==> config.mk <==
export PLATFORM = sky130hd
export DESIGN_NAME = mem_stage_flat
export DESIGN_NICKNAME = d
export VERILOG_FILES = /design/src/rtl/mem_stage_if.sv /design/src/rtl/mem_stage.sv /design/src/flat_wrapper.sv
export SDC_FILE = /design/constraint.sdc
export NUM_CORES = 1
export LEC_CHECK = 0
export BUFFER_PORTS_ARGS = -buffer_cell sky130_fd_sc_hd__buf_2
export CAP_MARGIN = 30
export CELL_PAD_IN_SITES_DETAIL_PLACEMENT = 0
export CELL_PAD_IN_SITES_GLOBAL_PLACEMENT = 1
export CORE_MARGIN = 2
export CORE_UTILIZATION = 25
export CTS_CLUSTER_DIAMETER = 60
export DETAILED_ROUTE_END_ITERATION = 7
export PLACE_DENSITY = 0.64
export SLEW_MARGIN = 5
export SYNTH_ARGS = -nofsm -noshare
export SYNTH_HDL_FRONTEND = slang
export SYNTH_SLANG_ARGS = --single-unit
==> constraint.sdc <==
create_clock -name clk -period 4.04 [get_ports clk]
set_clock_uncertainty 0.1 [all_clocks]
set_input_delay 0.202 -clock clk [delete_from_list [all_inputs] [get_ports clk]]
set_output_delay 0.202 -clock clk [all_outputs]
set_load 0.005 [all_outputs]
==> src/rtl/mem_stage_if.sv <==
// MEM stage port bundle: EX handshake, data bus and writeback slot.
// The stage uses the slave view; its environment drives the master view.
interface mem_stage_if #(
  parameter int RF_AW = 5,
  parameter int AW    = 32
);
  logic             flush;
  logic             ex_valid;
  logic             ex_ready;
  logic             ex_we;
  logic [RF_AW-1:0] ex_waddr;
  logic [31:0]      ex_wdata;
  logic             ex_mem_rd;
  logic             ex_mem_wr;
  logic [1:0]       ex_mem_size;
  logic             ex_mem_sext;
  logic [31:0]      ex_sdata;

  logic             bus_req;
  logic             bus_we;
  logic [AW-1:0]    bus_addr;
  logic [31:0]      bus_wdata;
  logic [3:0]       bus_be;
  logic             bus_ack;
  logic [31:0]      bus_rdata;

  logic             mem_valid;
  logic             mem_we;
  logic [RF_AW-1:0] mem_waddr;
  logic [31:0]      mem_wdata;
  logic             mem_err;

  modport slave (
    input  flush, ex_valid, ex_we, ex_waddr, ex_wdata,
    input  ex_mem_rd, ex_mem_wr, ex_mem_size, ex_mem_sext,
    input  ex_sdata, bus_ack, bus_rdata,
    output ex_ready, bus_req, bus_we, bus_addr, bus_wdata,
    output bus_be, mem_valid, mem_we, mem_waddr, mem_wdata,
    output mem_err
  );

  modport master (
    output flush, ex_valid, ex_we, ex_waddr, ex_wdata,
    output ex_mem_rd, ex_mem_wr, ex_mem_size, ex_mem_sext,
    output ex_sdata, bus_ack, bus_rdata,
    input  ex_ready, bus_req, bus_we, bus_addr, bus_wdata,
    input  bus_be, mem_valid, mem_we, mem_waddr, mem_wdata,
    input  mem_err
  );
endinterface

==> src/rtl/mem_stage.sv <==
// MEM pipeline stage: registers ALU results toward writeback and
// performs byte/half/word loads and stores over a req/ack bus.
module mem_stage #(
  parameter int RF_AW    = 5,
  parameter int AW       = 32,
  parameter int MAX_WAIT = 15
) (
  input  logic           clk,
  input  logic           reset_n,
  mem_stage_if.slave     io
);
  localparam int CW = $clog2(MAX_WAIT + 1);

  typedef enum logic {IDLE, ACCESS} state_t;

  state_t           state_q, state_d;
  logic [CW-1:0]    cnt_q, cnt_d;
  logic             sq_q, sq_d;
  logic             op_rd_q, op_rd_d;
  logic             op_we_q, op_we_d;
  logic [RF_AW-1:0] op_wa_q, op_wa_d;
  logic [1:0]       op_sz_q, op_sz_d;
  logic             op_sx_q, op_sx_d;
  logic [1:0]       op_off_q, op_off_d;

  logic             req_q, req_d;
  logic             bwe_q, bwe_d;
  logic [AW-1:0]    badr_q, badr_d;
  logic [31:0]      bwd_q, bwd_d;
  logic [3:0]       be_q, be_d;

  logic             mv_q, mv_d;
  logic             mwe_q, mwe_d;
  logic [RF_AW-1:0] mwa_q, mwa_d;
  logic [31:0]      mwd_q, mwd_d;
  logic             merr_q, merr_d;

  logic             accept;
  logic             is_mem;
  logic             bad;
  logic [1:0]       off;
  logic [3:0]       be_c;
  logic [31:0]      wd_c;
  logic [7:0]       ld_b;
  logic [15:0]      ld_h;
  logic [31:0]      ld_v;

  assign io.ex_ready  = (state_q == IDLE);
  assign io.bus_req   = req_q;
  assign io.bus_we    = bwe_q;
  assign io.bus_addr  = badr_q;
  assign io.bus_wdata = bwd_q;
  assign io.bus_be    = be_q;
  assign io.mem_valid = mv_q;
  assign io.mem_we    = mwe_q;
  assign io.mem_waddr = mwa_q;
  assign io.mem_wdata = mwd_q;
  assign io.mem_err   = merr_q;

  assign accept = io.ex_valid && io.ex_ready;
  assign is_mem = io.ex_mem_rd || io.ex_mem_wr;
  assign off    = io.ex_wdata[1:0];

  // Decode size into lane enables, replicated store data and legality
  always_comb begin
    be_c = 4'h0;
    wd_c = io.ex_sdata;
    bad  = io.ex_mem_rd && io.ex_mem_wr;
    unique case (io.ex_mem_size)
      2'd0: begin
        be_c = 4'b0001 << off;
        wd_c = {4{io.ex_sdata[7:0]}};
      end
      2'd1: begin
        be_c = 4'b0011 << {off[1], 1'b0};
        wd_c = {2{io.ex_sdata[15:0]}};
        bad  = bad || off[0];
      end
      2'd2: begin
        be_c = 4'hF;
        bad  = bad || (off != 2'b00);
      end
      default: bad = 1'b1;
    endcase
  end

  // Pick the addressed lane from read data and extend it
  always_comb begin
    ld_b = io.bus_rdata[{op_off_q, 3'b000} +: 8];
    ld_h = op_off_q[1] ? io.bus_rdata[31:16] : io.bus_rdata[15:0];
    unique case (op_sz_q)
      2'd0:    ld_v = {{24{op_sx_q & ld_b[7]}}, ld_b};
      2'd1:    ld_v = {{16{op_sx_q & ld_h[15]}}, ld_h};
      default: ld_v = io.bus_rdata;
    endcase
  end

  // Next-state, bus request and writeback slot
  always_comb begin
    state_d  = state_q;
    cnt_d    = cnt_q;
    sq_d     = sq_q;
    op_rd_d  = op_rd_q;
    op_we_d  = op_we_q;
    op_wa_d  = op_wa_q;
    op_sz_d  = op_sz_q;
    op_sx_d  = op_sx_q;
    op_off_d = op_off_q;
    req_d    = req_q;
    bwe_d    = bwe_q;
    badr_d   = badr_q;
    bwd_d    = bwd_q;
    be_d     = be_q;
    mv_d     = 1'b0;
    mwe_d    = 1'b0;
    merr_d   = 1'b0;
    mwa_d    = mwa_q;
    mwd_d    = mwd_q;
    unique case (state_q)
      IDLE: begin
        if (accept && !io.flush) begin
          if (!is_mem) begin
            mv_d  = 1'b1;
            mwe_d = io.ex_we;
            mwa_d = io.ex_waddr;
            mwd_d = io.ex_wdata;
          end else if (bad) begin
            mv_d   = 1'b1;
            merr_d = 1'b1;
          end else begin
            state_d  = ACCESS;
            cnt_d    = '0;
            sq_d     = 1'b0;
            op_rd_d  = io.ex_mem_rd;
            op_we_d  = io.ex_we;
            op_wa_d  = io.ex_waddr;
            op_sz_d  = io.ex_mem_size;
            op_sx_d  = io.ex_mem_sext;
            op_off_d = off;
            req_d    = 1'b1;
            bwe_d    = io.ex_mem_wr;
            badr_d   = {io.ex_wdata[AW-1:2], 2'b00};
            bwd_d    = wd_c;
            be_d     = be_c;
          end
        end
      end
      ACCESS: begin
        cnt_d = cnt_q + 1'b1;
        sq_d  = sq_q | io.flush;
        if (io.bus_ack || cnt_d == CW'(MAX_WAIT)) begin
          state_d = IDLE;
          req_d   = 1'b0;
          if (!sq_d) begin
            mv_d  = 1'b1;
            mwa_d = op_wa_q;
            if (io.bus_ack) begin
              mwe_d = op_rd_q & op_we_q;
              mwd_d = op_rd_q ? ld_v : 32'h0;
            end else begin
              merr_d = 1'b1;
            end
          end
        end
      end
      default: ;
    endcase
  end

  // State and output registers
  always_ff @(posedge clk or negedge reset_n) begin
    if (!reset_n) begin
      state_q  <= IDLE;
      cnt_q    <= '0;
      sq_q     <= 1'b0;
      op_rd_q  <= 1'b0;
      op_we_q  <= 1'b0;
      op_wa_q  <= '0;
      op_sz_q  <= 2'd0;
      op_sx_q  <= 1'b0;
      op_off_q <= 2'd0;
      req_q    <= 1'b0;
      bwe_q    <= 1'b0;
      badr_q   <= '0;
      bwd_q    <= 32'h0;
      be_q     <= 4'h0;
      mv_q     <= 1'b0;
      mwe_q    <= 1'b0;
      mwa_q    <= '0;
      mwd_q    <= 32'h0;
      merr_q   <= 1'b0;
    end else begin
      state_q  <= state_d;
      cnt_q    <= cnt_d;
      sq_q     <= sq_d;
      op_rd_q  <= op_rd_d;
      op_we_q  <= op_we_d;
      op_wa_q  <= op_wa_d;
      op_sz_q  <= op_sz_d;
      op_sx_q  <= op_sx_d;
      op_off_q <= op_off_d;
      req_q    <= req_d;
      bwe_q    <= bwe_d;
      badr_q   <= badr_d;
      bwd_q    <= bwd_d;
      be_q     <= be_d;
      mv_q     <= mv_d;
      mwe_q    <= mwe_d;
      mwa_q    <= mwa_d;
      mwd_q    <= mwd_d;
      merr_q   <= merr_d;
    end
  end
endmodule

==> src/flat_wrapper.sv <==
// flat-port wrapper written by rule: the top's interface ports become plain ports
module mem_stage_flat 
#(
  parameter int RF_AW    = 5,
  parameter int AW       = 32,
  parameter int MAX_WAIT = 15
)
  (clk, reset_n, io_flush, io_ex_valid, io_ex_we, io_ex_waddr, io_ex_wdata, io_ex_mem_rd, io_ex_mem_wr, io_ex_mem_size, io_ex_mem_sext, io_ex_sdata, io_bus_ack, io_bus_rdata, io_ex_ready, io_bus_req, io_bus_we, io_bus_addr, io_bus_wdata, io_bus_be, io_mem_valid, io_mem_we, io_mem_waddr, io_mem_wdata, io_mem_err);
  mem_stage_if #(.RF_AW(RF_AW), .AW(AW)) io_i ();
  input  logic clk;
  input  logic reset_n;
  input wire logic [$bits(io_i.flush)-1:0] io_flush;
  input wire logic [$bits(io_i.ex_valid)-1:0] io_ex_valid;
  input wire logic [$bits(io_i.ex_we)-1:0] io_ex_we;
  input wire logic [$bits(io_i.ex_waddr)-1:0] io_ex_waddr;
  input wire logic [$bits(io_i.ex_wdata)-1:0] io_ex_wdata;
  input wire logic [$bits(io_i.ex_mem_rd)-1:0] io_ex_mem_rd;
  input wire logic [$bits(io_i.ex_mem_wr)-1:0] io_ex_mem_wr;
  input wire logic [$bits(io_i.ex_mem_size)-1:0] io_ex_mem_size;
  input wire logic [$bits(io_i.ex_mem_sext)-1:0] io_ex_mem_sext;
  input wire logic [$bits(io_i.ex_sdata)-1:0] io_ex_sdata;
  input wire logic [$bits(io_i.bus_ack)-1:0] io_bus_ack;
  input wire logic [$bits(io_i.bus_rdata)-1:0] io_bus_rdata;
  output wire logic [$bits(io_i.ex_ready)-1:0] io_ex_ready;
  output wire logic [$bits(io_i.bus_req)-1:0] io_bus_req;
  output wire logic [$bits(io_i.bus_we)-1:0] io_bus_we;
  output wire logic [$bits(io_i.bus_addr)-1:0] io_bus_addr;
  output wire logic [$bits(io_i.bus_wdata)-1:0] io_bus_wdata;
  output wire logic [$bits(io_i.bus_be)-1:0] io_bus_be;
  output wire logic [$bits(io_i.mem_valid)-1:0] io_mem_valid;
  output wire logic [$bits(io_i.mem_we)-1:0] io_mem_we;
  output wire logic [$bits(io_i.mem_waddr)-1:0] io_mem_waddr;
  output wire logic [$bits(io_i.mem_wdata)-1:0] io_mem_wdata;
  output wire logic [$bits(io_i.mem_err)-1:0] io_mem_err;
  assign io_i.flush = io_flush;
  assign io_i.ex_valid = io_ex_valid;
  assign io_i.ex_we = io_ex_we;
  assign io_i.ex_waddr = io_ex_waddr;
  assign io_i.ex_wdata = io_ex_wdata;
  assign io_i.ex_mem_rd = io_ex_mem_rd;
  assign io_i.ex_mem_wr = io_ex_mem_wr;
  assign io_i.ex_mem_size = io_ex_mem_size;
  assign io_i.ex_mem_sext = io_ex_mem_sext;
  assign io_i.ex_sdata = io_ex_sdata;
  assign io_i.bus_ack = io_bus_ack;
  assign io_i.bus_rdata = io_bus_rdata;
  assign io_ex_ready = io_i.ex_ready;
  assign io_bus_req = io_i.bus_req;
  assign io_bus_we = io_i.bus_we;
  assign io_bus_addr = io_i.bus_addr;
  assign io_bus_wdata = io_i.bus_wdata;
  assign io_bus_be = io_i.bus_be;
  assign io_mem_valid = io_i.mem_valid;
  assign io_mem_we = io_i.mem_we;
  assign io_mem_waddr = io_i.mem_waddr;
  assign io_mem_wdata = io_i.mem_wdata;
  assign io_mem_err = io_i.mem_err;
  mem_stage #(.RF_AW(RF_AW), .AW(AW), .MAX_WAIT(MAX_WAIT)) u_core (.clk(clk), .reset_n(reset_n), .io(io_i));
endmodule
==> impl_metrics.ini <==
[routing]
drc = 0
drt_pass1_iterations = 4
final_antenna_net_count = 0
routed_wirelength_um = 21100
vias = 5503
drt-wirelength-per-cell_um = 18.1
vias_per_cell = 4.72
first_iter_violations = 345

[clocking]
cts_made_buffers = 17
htreeDepth = 4
cts.clk_slew.worst_paths_ps = 60
insertion_delay_ps = 410
cts_root_buf = clkbuf_16
clkSinkCount = 126
cts_tree = done
clockBufferDepth = 2
cts_setup_buffers = 0

[yosys]
synth_edf_count = 0
syn_area_um2 = 6170
synth.area.top_cells = dfrtp_1 51%, mux2_2 12%, o21ai_0 4.3%
ys_ff_latch = 126
syn_area_per_cell_um2 = 11.2
synthArstFlopShare_pct = 100
synth_top_area_cell = dfrtp_1
synth_mux_area_share_pct = 16.8
postSynthCellCount = 551
synth_xor_area_share_pct = 0.284
ys_types = 53
yosysWarnings = 0
synth.most_common_cell = dfrtp_1
synth_top_family_by_area = compound AO/OA/AOI/OAI gates
synthSimpleGateAreaFrac_pct = 8.83
synth-compound-area-share_pct = 17.7
synth.top_cell.area_share_pct = 51.1
ys_seq_area_share_pct = 51.1
yosys-top-cells-count = 126 x dfrtp_1, 63 x mux2_2, 53 x o21ai_0
synth_fa_ha_area_share_pct = 1.22
ys.flop_type = dfrtp_1

[floorplanning]
die_area_um2 = 25900
core_area_um2 = 24200
pin_count = 223
start_util_pct = 25.4
num_rows = 57
dieHeight_um = 161
die_w_um = 161

[power_and_ir_drop]
p_leak_nw = 4.19
power_density_nw_per_um2 = 550
ir_worst_vdd_mv = 0.238

[hold_path]
hold_path.startpoint = io_bus_rdata[24]
hp-class = primary input to register

[setup_path]
critical_path.startpoint = u_core.state_q
crit_arrival_ps = 3250
cp_data_required_time_ps = 4290
critPathMaxFanout = 20
path_class = register to register
regToRegStartpoint = u_core.state_q
cp-start-kind = register
end_kind = register

[outcome]
violations = negative hold slack
status = finished with violations

[placement]
place.gp.congestion = 0.761
io_buffers = 220
hpwl_um = 15000

[grt]
antenna_found_initial = 3
grt_pass1_wl_um = 33000
grt_max_degree = 91
grt_pass1_vias = 5622
grt_usage_pct = 16.4
overflow = 0

[cells_and_area]
nets = 946
area_delta_synth_final_pct = 44.4
fillers = 2503
drive_gt1_share_pct = 40.2
final_core_util_pct = 36.7

[timing]
setup_violations = 0
worst_pin_slew_ps = 879
whs_ps = -0.499
min_period_over_period_pct = 74.2
slew_headroom_pct = 41.4
hold_viol_final = 1
fmax_mhz = 333
tns_ps = 0
finalCriticalPeriod_ps = 3000
slew_viol_final = 0
rsz0062_at_grt = no

[job]
maxCapViolCount = 0
[area by class of cell]
| cell class | instances | area [µm²] | share of cell area (%) |
|---|---|---|---|
| inverters | 12 | 45.0 | 0.506 |
| diodes | 2 | 5.00 | 0.0562 |
| clock inverters | 12 | 181 | 2.04 |
| repair buffers | 299 | 1870 | 21.0 |
| well taps | 324 | 405 | 4.55 |
| multi-input cells | 372 | 2780 | 31.3 |
| flip-flops and latches | 126 | 3150 | 35.4 |
| clock buffers | 20 | 457 | 5.13 |
[sequential cells by signal (all words and copies together) (netlist names)]
signal               flops
u_core.io.bus_we         1
u_core.op_we_q           1
u_core.io.bus_addr      30
u_core.sq_q              1
u_core.io.mem_err        1
u_core.op_wa_q           5
u_core.io.mem_we         1
u_core.op_off_q          2
u_core.io.mem_wdata     32
u_core.cnt_q             4
u_core.op_rd_q           1
u_core.io.bus_wdata     32
u_core.state_q           1
u_core.io.mem_waddr      5
u_core.io.bus_req        1
u_core.io.bus_be         4
u_core.op_sz_q           2
u_core.op_sx_q           1
u_core.io.mem_valid      1
[cells by family after synthesis]
| family | count (synthesis) |
|---|---|
| compound gates | 163 |
| xor+xnor | 2 |
| fa+ha+maj | 6 |
| buf+inv | 54 |
| flops | 126 |
| mux | 92 |
| other cells | 1 |
| simple gates | 107 |
[through the flow]
stage                     hold slack [ps]  power [mW]  cell area [µm²]  cells  worst slack [ps]
after floorplan                      -194        2.56             6170    552              1500
after global placement                256        3.18             7570   1064              1200
after detailed placement              262        3.20             7570   1064              1140
after CTS                          0.0626        4.96             8900   1165              1080
after global routing                 20.5        5.21             8900   1165               869
final                              -0.499        4.89             8900   1167              1040
[critical path, cell delays in order, from the launching register on]
cell and delay, ps:
dfrtp_1 740, and2_1 440, and3_1 740, a32oi_1 220
dlygate4sd3_1 610, nand3_1 80
[metal layers]
| layer | wire length (µm) | GRT usage (%) | vias up | share of wire [%] |
|---|---|---|---|---|
| met2 | 9670 | 26.1 | 207 | 46 |
| met3 | 1500 | 4.65 | 20 | 7.1 |
| met5 | 18 | 0 | - | 0.085 |
| li1 | - | - | 2593 | - |
| met1 | 9680 | 22.0 | 2679 | 46 |
| met4 | 232 | 4.22 | 4 | 1.1 |
[final timing paths]
| kind | slack [ps] | to | cells after the start |
|---|---|---|---|
| setup reg to reg | 1040 | u_core.io.mem_wdata[25] | 5 |
| min in group asynchronous | 350 | u_core.io.mem_wdata[4] | 2 |
| hold / removal | -0.5 | u_core.io.mem_wdata[24] | 3 |
| setup / recovery | 1040 | u_core.io.mem_wdata[25] | 5 |
| hold reg to reg | 380 | u_core.io.mem_wdata[15] | 2 |
| max in group asynchronous | 2390 | u_core.cnt_q[1] | 3 |
[report_power, final]
group          switching, mW  internal, mW
combinational          0.628         0.696
clock                  0.606          1.07
sequential             0.243          1.65
[cell usage in the layout, fill, tap and decap left out, types with 3 or more instances in the layout]
cell / instances
buf_2: 219
dfrtp_1: 126
dlygate4sd3_1: 69
mux2_2: 63
o21ai_0: 53
a21oi_1: 37
nand2_1: 24
mux2i_1: 23
nor2b_1: 20
nand3_1: 20
nor2_1: 19
a22o_1: 19
clkbuf_16: 17
a32oi_1: 15
inv_1: 12
buf_4: 10
nor3_1: 7
o22ai_1: 7
o221ai_1: 7
ha_1: 6
nand2b_1: 5
mux2_4: 5
bufinv_16: 4
o2111ai_1: 3
inv_6: 3
[what timing repair did]
| item | 4_1_cts | 5_1_grt |
|---|---|---|
| hold buffers | 69 | 0 |
| hold endpoints to repair | 172 | 0 |
| gates resized for setup | 0 | 0 |
Note: power is estimated with default switching activity, not from simulation.
